### config.mk
export PLATFORM = sky130hd
export DESIGN_NAME = parity_stream_gen
export DESIGN_NICKNAME = d
export VERILOG_FILES = /design/src/rtl/parity_stream_gen.sv
export SDC_FILE = /design/constraint.sdc
export NUM_CORES = 1
export LEC_CHECK = 0
export ABC_CLOCK_PERIOD_IN_PS = 2400
export BUFFER_PORTS_ARGS = -buffer_cell sky130_fd_sc_hd__buf_2
export CAP_MARGIN = 30
export CELL_PAD_IN_SITES_DETAIL_PLACEMENT = 1
export CELL_PAD_IN_SITES_GLOBAL_PLACEMENT = 2
export CORE_MARGIN = 2
export CORE_UTILIZATION = 36
export DETAILED_ROUTE_END_ITERATION = 6
export PLACE_DENSITY_LB_ADDON = 0.3
export SYNTH_ARGS = -nofsm -noshare
export SYNTH_HDL_FRONTEND = slang
export SYNTH_SLANG_ARGS = --single-unit
### constraint.sdc
create_clock -name clk -period 2.4 [get_ports clk]
set_clock_uncertainty 0.15 [all_clocks]
set_input_delay 0.48 -clock clk [delete_from_list [all_inputs] [get_ports clk]]
set_output_delay 0.48 -clock clk [all_outputs]
set_load 0.02 [all_outputs]
### src/rtl/parity_stream_gen.sv
// parity_stream_gen: streaming per-word and per-frame parity generator with
// valid/ready handshake on both sides and a single registered output stage.
// Optional feature macro: PARITY_CHECK_EN adds in_par_exp, par_err and err_cnt
// (compare incoming parity against the generated value, saturating count).
module parity_stream_gen #(
   parameter  int unsigned DATA_W    = 8,
   parameter  int unsigned MAX_BEATS = 16,
   localparam int unsigned CNT_W     = $clog2(MAX_BEATS)
) (
   input  logic              clk,
   input  logic              rst_n,
   input  logic              in_valid,
   output logic              in_ready,
   input  logic [DATA_W-1:0] in_data,
   input  logic              in_last,
   input  logic              odd_mode,
`ifdef PARITY_CHECK_EN
   input  logic              in_par_exp,
   output logic              par_err,
   output logic [7:0]        err_cnt,
`endif
   output logic              out_valid,
   input  logic              out_ready,
   output logic [DATA_W-1:0] out_data,
   output logic              out_par,
   output logic              out_last,
   output logic              frame_par,
   output logic              frame_err,
   output logic [CNT_W-1:0]  beat_idx
);

   typedef enum logic {S_IDLE = 1'b0, S_ACTIVE = 1'b1} state_t;

   state_t              r_state;
   logic                r_mode;
   logic [DATA_W-1:0]   r_acc;
   logic [CNT_W-1:0]    r_cnt;

   logic                r_out_valid;
   logic [DATA_W-1:0]   r_out_data;
   logic                r_out_par;
   logic                r_out_last;
   logic                r_frame_par;
   logic                r_frame_err;
   logic [CNT_W-1:0]    r_beat_idx;

   logic                w_accept;
   logic                w_mode;
   logic                w_word_par;
   logic [DATA_W-1:0]   w_acc_next;
   logic                w_forced;
   logic                w_last;

   // Handshake, mode selection and parity terms for the beat being offered.
   // In IDLE the mode is taken live from odd_mode (first beat latches it).
   always_comb begin
      in_ready   = !r_out_valid || out_ready;
      w_accept   = in_valid && in_ready;
      w_mode     = (r_state == S_IDLE) ? odd_mode : r_mode;
      w_word_par = (^in_data) ^ w_mode;
      w_acc_next = r_acc ^ in_data;
      w_forced   = (r_cnt == CNT_W'(MAX_BEATS - 1));
      w_last     = in_last || w_forced;
   end

   // Frame FSM, accumulator, beat counter and registered output stage.
   always_ff @(posedge clk or negedge rst_n) begin
      if (!rst_n) begin
         r_state     <= S_IDLE;
         r_mode      <= 1'b0;
         r_acc       <= '0;
         r_cnt       <= '0;
         r_out_valid <= 1'b0;
         r_out_data  <= '0;
         r_out_par   <= 1'b0;
         r_out_last  <= 1'b0;
         r_frame_par <= 1'b0;
         r_frame_err <= 1'b0;
         r_beat_idx  <= '0;
      end else begin
         if (w_accept) begin
            r_out_valid <= 1'b1;
            r_out_data  <= in_data;
            r_out_par   <= w_word_par;
            r_out_last  <= w_last;
            r_frame_par <= w_last ? ((^w_acc_next) ^ w_mode) : 1'b0;
            r_frame_err <= w_forced && !in_last;
            r_beat_idx  <= r_cnt;
            r_mode      <= w_mode;
            if (w_last) begin
               r_state <= S_IDLE;
               r_acc   <= '0;
               r_cnt   <= '0;
            end else begin
               r_state <= S_ACTIVE;
               r_acc   <= w_acc_next;
               r_cnt   <= r_cnt + CNT_W'(1);
            end
         end else if (out_ready) begin
            r_out_valid <= 1'b0;
         end
      end
   end

`ifdef PARITY_CHECK_EN
   logic       r_par_err;
   logic [7:0] r_err_cnt;

   // Compare expected parity with the generated one; saturating error count.
   always_ff @(posedge clk or negedge rst_n) begin
      if (!rst_n) begin
         r_par_err <= 1'b0;
         r_err_cnt <= '0;
      end else if (w_accept) begin
         r_par_err <= (in_par_exp != w_word_par);
         if ((in_par_exp != w_word_par) && (r_err_cnt != 8'hFF))
            r_err_cnt <= r_err_cnt + 8'd1;
      end
   end

   assign par_err = r_par_err;
   assign err_cnt = r_err_cnt;
`endif

   assign out_valid = r_out_valid;
   assign out_data  = r_out_data;
   assign out_par   = r_out_par;
   assign out_last  = r_out_last;
   assign frame_par = r_frame_par;
   assign frame_err = r_frame_err;
   assign beat_idx  = r_beat_idx;

endmodule

* Yosys cells after proc, flatten, opt, wreduce, memory -nomap -nowiden
Index checks and enable logic that the tools add are counted.
Word-level totals: flip-flop bits (word level) 31, input port bits 14, output and inout bits 18, logic and storage cells 32
Operators by class: add/sub/neg operators 1, equal/unequal tests 1, mux-type cells 7, bitwise operators 3, reduce and logical (&&, ||, !) cells 9
Operators with widths (count):
- 8-bit parity | 2
- 8-bit 2-to-1 mux | 1
- 8-bit XOR | 1
- 1-bit 2-to-1 mux | 5
- 4-bit by 1-bit adder with 4-bit output, second input constant | 1
- 4-bit == test, second input constant | 1
- 4-bit 2-to-1 mux | 1
- 1-bit logical AND | 2
- 1-bit logical NOT | 2
- 1-bit logical OR | 2
- 2-bit nonzero test | 1
- 1-bit XOR | 2

* Depth between registers and ports, before layout
Gate-level depths: netlist (run 1).
depth in word-level cells 4, gate-level depth with buffers 7, depth with buffers taken out 6

* Worst setup path after synthesis (run 1)
OpenSTA, ideal clock, no wires.
path kind input -> register, start point in out_ready, end point reg r_beat_idx[1], in the netlist beat_idx[1], setup time 125 ps, arrival time 1525 ps, required time 2125 ps, slack 600 ps, stages on the path 4, path buffers 1, cell sequence nand2b_1 nand2_1 buf_2 mux2_2
Between the ends: cells in the longest elaborated chain, start to end 2
RTL lines:
- from (decl) | line 23 | input logic out_ready,
- 1-bit logical OR | line 57 | in_ready = !r_out_valid || out_ready;
- 1-bit logical AND | line 58 | w_accept = in_valid && in_ready;
- to (signal assigned) | line 88 | r_beat_idx <= r_cnt;
- to (decl) | line 45 | logic [CNT_W-1:0] r_beat_idx;
Every way passes these cells. A chain may end at the register's enable or synchronous reset.

* Worst setup path in the final report (run 1)
start point reg r_out_valid, in the netlist out_valid, end point reg r_mode
Between the ends: cells in the longest elaborated chain, start to end 3
RTL lines:
- from (decl) | line 39 | logic r_out_valid;
- from (signal assigned) | line 73 | r_out_valid <= 1'b0;
- from (signal assigned) | line 82 | r_out_valid <= 1'b1;
- from (signal assigned) | line 100 | r_out_valid <= 1'b0;
- 1-bit logical NOT | line 57
- 1-bit logical OR | line 57
- 1-bit logical AND | line 58
- to (signal assigned) | line 89 | r_mode <= w_mode;
- to (decl) | line 35 | logic r_mode;
Every way passes these cells.

==> impl_metrics.xml, run 1 <==
<?xml version="1.0" encoding="UTF-8"?>
<metrics>
  <group name="floorplan">
    <metric name="start_util" unit="%">38.2</metric>
    <metric name="die_width" unit="um">67</metric>
    <metric name="die_y" unit="um">67</metric>
    <metric name="ios" unit="">32</metric>
    <metric name="placeableCoreArea" unit="um2">3740</metric>
    <metric name="num_rows" unit="">22</metric>
    <metric name="dieArea" unit="um2">4490</metric>
  </group>
  <group name="pwr">
    <metric name="peakVddDrop" unit="V">0.000431</metric>
    <metric name="p_int" unit="mW">1.19</metric>
    <metric name="swShare" unit="%">30.9</metric>
    <metric name="power.density_cell_area" unit="nW/um2">977</metric>
    <metric name="leakage_power_of_the_design" unit="nW">0.820</metric>
    <metric name="power.sequential.fraction" unit="%">42.1</metric>
    <metric name="pwr-share-clk" unit="%">30.5</metric>
    <metric name="post-layout-total-power" unit="mW">1.72</metric>
    <metric name="net-switching-power" unit="mW">0.531</metric>
    <metric name="combinational_power_share" unit="%">27.5</metric>
  </group>
  <group name="timing">
    <metric name="report.final.hold_viol_count" unit="">0</metric>
    <metric name="setup_slack" unit="ns">0.712</metric>
    <metric name="slew_headroom" unit="%">52.7</metric>
    <metric name="setup-violations-final" unit="">0</metric>
    <metric name="worst-slew-pin-transition" unit="ns">0.710</metric>
    <metric name="max_clock_freq" unit="GHz">0.592</metric>
    <metric name="hold_ws" unit="ns">0.0986</metric>
    <metric name="tns" unit="ns">0</metric>
    <metric name="grt_setup_unrepaired" unit="">no</metric>
    <metric name="drv_slew" unit="">0</metric>
    <metric name="finalCritPeriodShare" unit="%">70.3</metric>
    <metric name="period_needed" unit="ns">1.69</metric>
  </group>
  <group name="yosys">
    <metric name="synthesis_stage_register_bit_count" unit="">31</metric>
    <metric name="area_fraction_of_the_dominant_cell_type_after_synthesis" unit="%">54.3</metric>
    <metric name="synth-edff-count" unit="">0</metric>
    <metric name="synth.cell_area" unit="um2">1430</metric>
    <metric name="yosys-top-cells-area" unit="">sky130_fd_sc_hd__dfrtp_1, sky130_fd_sc_hd__mux2_2, sky130_fd_sc_hd__nand2_1</metric>
    <metric name="syn_nets" unit="">145</metric>
    <metric name="syn_inst" unit="">130</metric>
    <metric name="synth-seq-area-share" unit="%">54.3</metric>
    <metric name="synth-warning-count" unit="">0</metric>
    <metric name="postSynth.topFlopCell" unit="">sky130_fd_sc_hd__dfrtp_1</metric>
    <metric name="synth_largest_area_cell" unit="">sky130_fd_sc_hd__dfrtp_1</metric>
    <metric name="post_synthesis_async_set_or_reset_flop_share" unit="%">100</metric>
    <metric name="synth_cell_types" unit="">21</metric>
    <metric name="synth.avg_cell_area" unit="um2">11.0</metric>
  </group>
  <group name="layout">
    <metric name="fraction_of_final_layout_cells_sized_beyond_drive_strength_1" unit="%">34.7</metric>
    <metric name="area_growth" unit="%">23.3</metric>
    <metric name="final_cell_area" unit="um2">1760</metric>
    <metric name="finalNetCount" unit="">181</metric>
    <metric name="multi_input_combinational_cell_area" unit="um2">631</metric>
    <metric name="filler_cells_inserted" unit="">447</metric>
    <metric name="antenna-diode-count" unit="">0</metric>
    <metric name="most-common-layout-cells" unit="">sky130_fd_sc_hd__dfrtp_1, sky130_fd_sc_hd__buf_2, sky130_fd_sc_hd__nand2_1</metric>
    <metric name="ff_latch_area" unit="um2">776</metric>
  </group>
  <group name="flow_run">
    <metric name="maxCapViolCount" unit="">0</metric>
  </group>
  <group name="clock_tree">
    <metric name="cts_root_buf" unit="">sky130_fd_sc_hd__clkbuf_8</metric>
    <metric name="htree_num_levels" unit="">2</metric>
    <metric name="clkTransAtPathRegs" unit="ns">0.07</metric>
    <metric name="postCtsSetupRepairBufs" unit="">0</metric>
    <metric name="clk_latency" unit="ns">0.28</metric>
    <metric name="clock_tree.buffer_depth" unit="">2</metric>
    <metric name="cts_tree" unit="">yes</metric>
    <metric name="cells_resized_by_post_cts_repair" unit="">0</metric>
    <metric name="clock-sinks" unit="">31</metric>
    <metric name="cts_inserted_buffers" unit="">5</metric>
    <metric name="cts-hold-fix-buffers" unit="">0</metric>
  </group>
  <group name="outcome">
    <metric name="status" unit="">complete, no violations</metric>
  </group>
  <group name="setup_path">
    <metric name="worst-endpoint-arrival" unit="ns">1.71</metric>
    <metric name="timing_worst_setup_path_type" unit="">flop to flop</metric>
    <metric name="cp_cell_sequence" unit="">nand2b_1, nand2_1, buf_4, nor2_1, mux2_2</metric>
    <metric name="cp-end-kind" unit="">flop</metric>
    <metric name="critical_path.top_delay_family" unit="">simple AND/OR/NAND/NOR gates</metric>
    <metric name="critPathLaunchType" unit="">flop</metric>
    <metric name="crit_slowest_cell" unit="">sky130_fd_sc_hd__dfrtp_1</metric>
    <metric name="worstPathBufferInverterCount" unit="">1</metric>
    <metric name="path_max_fanout" unit="">20</metric>
    <metric name="worst_path_largest_cell_delay" unit="ns">0.37</metric>
    <metric name="critPathRequiredTime" unit="ns">2.42</metric>
  </group>
  <group name="routing">
    <metric name="num_vias" unit="">1056</metric>
    <metric name="ant_nets" unit="">0</metric>
    <metric name="totalWireLength" unit="um">3090</metric>
    <metric name="drt-wirelength-per-cell" unit="um">14.4</metric>
    <metric name="via_per_inst" unit="">4.91</metric>
    <metric name="first_iter_violations" unit="">41</metric>
    <metric name="drt-pass1-iter-count" unit="">2</metric>
    <metric name="route.detailed.drc" unit="">0</metric>
  </group>
  <group name="grt">
    <metric name="global_route_total_usage_across_every_layer" unit="%">15.8</metric>
    <metric name="first_global_vias" unit="">1083</metric>
    <metric name="grt_start_max_net_pins" unit="">32</metric>
    <metric name="grt.overflow.total" unit="">0</metric>
    <metric name="initial_antenna_violation_count" unit="">0</metric>
    <metric name="wire_length_of_the_first_global_routing_pass" unit="um">5130</metric>
  </group>
  <group name="hold_path">
    <metric name="timing.hold.worst.class" unit="">input pin to asynchronous set/reset pin</metric>
  </group>
  <group name="place">
    <metric name="placement.cell_area" unit="um2">1640</metric>
    <metric name="place_congestion" unit="">0.704</metric>
    <metric name="detailed_place_hpwl" unit="um">2200</metric>
    <metric name="portBuffers" unit="">31</metric>
    <metric name="detailedPlace.worstSlack" unit="ns">0.411</metric>
  </group>
</metrics>
==> cell usage after synthesis (2+ instances only) <==
master / instances
sky130_fd_sc_hd__buf_2: 3
sky130_fd_sc_hd__clkbuf_1: 2
sky130_fd_sc_hd__dfrtp_1: 31
sky130_fd_sc_hd__mux2_2: 14
sky130_fd_sc_hd__mux2i_1: 2
sky130_fd_sc_hd__nand2_1: 27
sky130_fd_sc_hd__nand2b_1: 3
sky130_fd_sc_hd__nand3_1: 2
sky130_fd_sc_hd__nor2_1: 5
sky130_fd_sc_hd__o21ai_0: 18
sky130_fd_sc_hd__o21ai_1: 2
sky130_fd_sc_hd__xnor2_1: 11
sky130_fd_sc_hd__xnor2_2: 2
==> through the flow <==
| step | util, % | std cells |
|---|---|---|
| floorplan | - | 130 |
| global placement | 43.9 | 207 |
| detailed placement | 43.9 | 207 |
| CTS | 47.1 | 215 |
| global route | 47.1 | 215 |
| finish | 47.1 | 215 |
==> routing by layer <==
| metal | up-vias | global-route usage, % | share of wire (%) |
|---|---|---|---|
| met4 | 0 | 7.65 | 1.8 |
| met2 | 19 | 26.6 | 49 |
| met5 | - | 0 | 0 |
| met3 | 4 | 4.56 | 3.6 |
| li1 | 506 | - | - |
| met1 | 527 | 18.3 | 46 |
==> power groups by stage <==
stage / registers, mW / logic [mW] / clock network (mW)
finish: 0.724 / 0.473 / 0.525
CTS: 0.725 / 0.484 / 0.546
detailed placement: 0.733 / 0.482 / 0
floorplan: 0.794 / 0.261 / 0
global route: 0.742 / 0.519 / 0.561
global placement: 0.722 / 0.469 / 0
==> state kept, by name, summed over array words and instances (netlist names) <==
register   count
out_valid      1
r_cnt          4
r_state        1
frame_err      1
frame_par      1
out_last       1
r_acc          8
beat_idx       4
out_par        1
out_data       8
r_mode         1
==> worst register-to-register path, delay by kind of cell (launching register included) <==
family	cells	cell delay, ns
AND/OR/NAND/NOR	3	0.44
flip-flops	1	0.37
multiplexers	1	0.33
buffers and inverters	1	0.28
==> kinds of logic after synthesis <==
group                    count (synthesis)  synth area share [%]
AND/OR/NAND/NOR                         39                  11.2
flip-flops                              31                  54.3
AO/OA/AOI/OAI                           23                  8.41
multiplexers                            16                  12.4
XOR/XNOR                                15                  11.2
buffers and inverters                    5                  1.58
adder cells (fa/ha/maj)                  1                 0.876
==> path summary, 6_finish.rpt <==
path / from / endpoint / slack [ns] / cells past startpoint
setup / recovery: out_valid / r_mode / 0.71 / 5
hold / removal: rst_n / beat_idx[0] / 0.1 / 1
setup reg to reg: out_valid / r_mode / 0.71 / 5
hold reg to reg: frame_err / frame_err / 0.33 / 2
max in group asynchronous: rst_n / r_acc[3] / 1.54 / 1
min in group clk: in_last / frame_err / 0.26 / 2
==> area by class of cell <==
| type | instances | area share (%) |
|---|---|---|
| Tap cell | 48 | 3.41 |
| Clock inverter | 2 | 1.99 |
| Multi-Input combinational cell | 94 | 35.8 |
| Clock buffer | 6 | 4.69 |
| Timing Repair Buffer | 34 | 10.1 |
| Sequential cell | 31 | 44.0 |
Note: power is estimated with default switching activity, not from simulation.
==> run 2, diff against run 1 <==
--- a/config.mk
+++ b/config.mk
@@ -5,13 +5,13 @@
 export SDC_FILE = /design/constraint.sdc
 export NUM_CORES = 1
 export LEC_CHECK = 0
-export ABC_CLOCK_PERIOD_IN_PS = 2400
+export ABC_CLOCK_PERIOD_IN_PS = 1700
 export BUFFER_PORTS_ARGS = -buffer_cell sky130_fd_sc_hd__buf_2
 export CAP_MARGIN = 30
 export CELL_PAD_IN_SITES_DETAIL_PLACEMENT = 1
 export CELL_PAD_IN_SITES_GLOBAL_PLACEMENT = 2
 export CORE_MARGIN = 2
-export CORE_UTILIZATION = 36
+export CORE_UTILIZATION = 33
 export DETAILED_ROUTE_END_ITERATION = 6
 export PLACE_DENSITY_LB_ADDON = 0.3
 export SYNTH_ARGS = -nofsm -noshare
==> constraint.sdc (replaced) <==
create_clock -name clk -period 1.7 [get_ports clk]
set_clock_uncertainty 0.15 [all_clocks]
set_input_delay 0.34 -clock clk [delete_from_list [all_inputs] [get_ports clk]]
set_output_delay 0.34 -clock clk [all_outputs]
set_load 0.02 [all_outputs]
==> run 2 against run 1 <==
Against the previous run: combinational power increased by 47%; largest cell class unchanged; sequential share of layout area decreased by 1.7 points; sequential power increased by 40%; non-clock buffer count increased by 7; highest routed layer unchanged; power increased by 37%; core utilization decreased by 2.2 points; hold slack improved by 0.030 ns.
==> impl_metrics.xml, run 2 (synthesis gave the netlist of run 1 again) <==
<?xml version="1.0" encoding="UTF-8"?>
<metrics>
  <group name="place">
    <metric name="place_congestion" unit="">0.766</metric>
    <metric name="detailed_place_hpwl" unit="um">2320</metric>
    <metric name="portBuffers" unit="">31</metric>
  </group>
  <group name="layout">
    <metric name="fraction_of_final_layout_cells_sized_beyond_drive_strength_1" unit="%">36.8</metric>
    <metric name="area_growth" unit="%">28.3</metric>
    <metric name="post-route-util" unit="%">44.9</metric>
    <metric name="finalNetCount" unit="">188</metric>
    <metric name="filler_cells_inserted" unit="">482</metric>
    <metric name="most-common-layout-cells" unit="">sky130_fd_sc_hd__dfrtp_1, sky130_fd_sc_hd__buf_2, sky130_fd_sc_hd__nand2_1</metric>
    <metric name="antenna-diode-count" unit="">0</metric>
  </group>
  <group name="routing">
    <metric name="route.detailed.drc" unit="">0</metric>
    <metric name="ant_nets" unit="">0</metric>
    <metric name="num_vias" unit="">1055</metric>
    <metric name="drt-wirelength-per-cell" unit="um">14.0</metric>
    <metric name="first_iter_violations" unit="">36</metric>
    <metric name="via_per_inst" unit="">4.71</metric>
    <metric name="totalWireLength" unit="um">3140</metric>
    <metric name="drt-pass1-iter-count" unit="">4</metric>
  </group>
  <group name="pwr">
    <metric name="combinational_power_share" unit="%">29.6</metric>
    <metric name="net-switching-power" unit="mW">0.751</metric>
    <metric name="peakVddDrop" unit="V">0.000497</metric>
    <metric name="leakage_power_of_the_design" unit="nW">0.855</metric>
    <metric name="power.density_cell_area" unit="nW/um2">1280</metric>
    <metric name="pwr-share-clk" unit="%">27.3</metric>
    <metric name="swShare" unit="%">31.9</metric>
    <metric name="post-layout-total-power" unit="mW">2.35</metric>
    <metric name="p_int" unit="mW">1.60</metric>
    <metric name="power.sequential.fraction" unit="%">43.0</metric>
  </group>
  <group name="clock_tree">
    <metric name="clkTransAtPathRegs" unit="ns">0.07</metric>
    <metric name="cts_tree" unit="">yes</metric>
    <metric name="cts_root_buf" unit="">sky130_fd_sc_hd__clkbuf_8</metric>
    <metric name="clock_tree.buffer_depth" unit="">2</metric>
    <metric name="cts_inserted_buffers" unit="">5</metric>
    <metric name="clk_latency" unit="ns">0.28</metric>
    <metric name="htree_num_levels" unit="">2</metric>
    <metric name="clock-sinks" unit="">31</metric>
  </group>
  <group name="floorplan">
    <metric name="die_width" unit="um">69.8</metric>
    <metric name="die_y" unit="um">69.8</metric>
    <metric name="num_rows" unit="">23</metric>
    <metric name="dieArea" unit="um2">4870</metric>
    <metric name="placeableCoreArea" unit="um2">4090</metric>
    <metric name="start_util" unit="%">35.0</metric>
    <metric name="ios" unit="">32</metric>
  </group>
  <group name="timing">
    <metric name="worst-slew-pin-transition" unit="ns">0.425</metric>
    <metric name="finalCritPeriodShare" unit="%">92.2</metric>
    <metric name="report.final.hold_viol_count" unit="">0</metric>
    <metric name="period_needed" unit="ns">1.57</metric>
    <metric name="hold_ws" unit="ns">0.129</metric>
    <metric name="setup-violations-final" unit="">0</metric>
    <metric name="tns" unit="ns">0</metric>
    <metric name="drv_slew" unit="">0</metric>
    <metric name="slew_headroom" unit="%">71.7</metric>
    <metric name="max_clock_freq" unit="GHz">0.638</metric>
    <metric name="grt_setup_unrepaired" unit="">no</metric>
  </group>
  <group name="setup_path">
    <metric name="path_max_fanout" unit="">11</metric>
    <metric name="critical_path.top_delay_family" unit="">flip-flops</metric>
    <metric name="timing_worst_setup_path_type" unit="">flop to flop</metric>
    <metric name="cp_cell_sequence" unit="">ha_1, nand3_1, nand2b_1, buf_4, o21ai_0, nand2_1, o21ai_1</metric>
    <metric name="worst_path_largest_cell_delay" unit="ns">0.42</metric>
    <metric name="critPathRequiredTime" unit="ns">1.76</metric>
    <metric name="cp-end-kind" unit="">flop</metric>
    <metric name="crit_slowest_cell" unit="">sky130_fd_sc_hd__dfrtp_1</metric>
    <metric name="worst-endpoint-arrival" unit="ns">1.63</metric>
    <metric name="critPathLaunchType" unit="">flop</metric>
    <metric name="worstPathBufferInverterCount" unit="">1</metric>
  </group>
  <group name="grt">
    <metric name="initial_antenna_violation_count" unit="">0</metric>
    <metric name="grt_start_max_net_pins" unit="">19</metric>
    <metric name="global_route_total_usage_across_every_layer" unit="%">14.9</metric>
    <metric name="first_global_vias" unit="">1165</metric>
    <metric name="grt.overflow.total" unit="">0</metric>
    <metric name="wire_length_of_the_first_global_routing_pass" unit="um">5590</metric>
  </group>
  <group name="outcome">
    <metric name="status" unit="">complete, no violations</metric>
  </group>
  <group name="flow_run">
    <metric name="maxCapViolCount" unit="">0</metric>
  </group>
  <group name="hold_path">
    <metric name="timing.hold.worst.class" unit="">input pin to flop</metric>
  </group>
</metrics>
-- run 2: cell count changes in the layout (fill, tap and decap cells not counted), moves of 2 or more --
| cell | delta |
|---|---|
| sky130_fd_sc_hd__buf_12 | +2 |
| sky130_fd_sc_hd__buf_4 | +3 |
| sky130_fd_sc_hd__o21ai_0 | -3 |
| sky130_fd_sc_hd__o21ai_1 | +3 |
-- run 2: power groups by stage --
stage / Sequential, mW / Combinational, mW / Clock (mW)
3_3_place_gp: 1.02 / 0.679 / 0
2_1_floorplan: 1.12 / 0.369 / 0
6_report: 1.01 / 0.697 / 0.643
5_1_grt: 1.05 / 0.782 / 0.692
4_1_cts: 1.02 / 0.699 / 0.660
3_5_place_dp: 1.03 / 0.697 / 0
-- run 2: cell type report --
cell class	instances	area, um2	area share, %
repair buffers	41	262	14.3
clock buffers	8	100	5.46
flip-flops and latches	31	776	42.3
well taps	50	62.6	3.41
multi-input cells	94	633	34.5
-- run 2: path summary, 6_finish.rpt --
path                       slack, ns  cells after the start     start     endpoint
max                             0.13                      7  r_cnt[1]     r_acc[7]
min                             0.13                      2   in_last     r_cnt[2]
max reg2reg                     0.13                      7  r_cnt[1]     r_acc[7]
min reg2reg                     0.33                      2   out_par      out_par
max in group asynchronous       0.61                      3     rst_n  out_data[2]
min in group asynchronous       0.36                      2     rst_n    frame_err
-- run 2: what timing repair did --
action / CTS / global route
setup endpoints to repair: 0 / 6
gates resized for setup: 0 / 4
hold endpoints to repair: 14 / 0
hold buffers: 1 / 0
buffers inserted: 0 / 2
-- run 2: layer usage --
metal  vias to the layer above  track usage, %  wire length [um]
met5                         -               0                 0
met4                         0            7.05                45
met3                         4            4.07               125
met2                        22            25.4              1550
met1                       508            17.1              1430
li1                        521               -                 -
-- run 2: through the flow --
stage	worst slack, ns	cell area, um2	instances
2_1_floorplan	0.0593	1430	130
3_3_place_gp	-0.00610	1700	213
3_5_place_dp	-0.0562	1700	213
4_1_cts	0.0563	1810	222
5_1_grt	0.00863	1830	224
6_report	0.132	1830	224
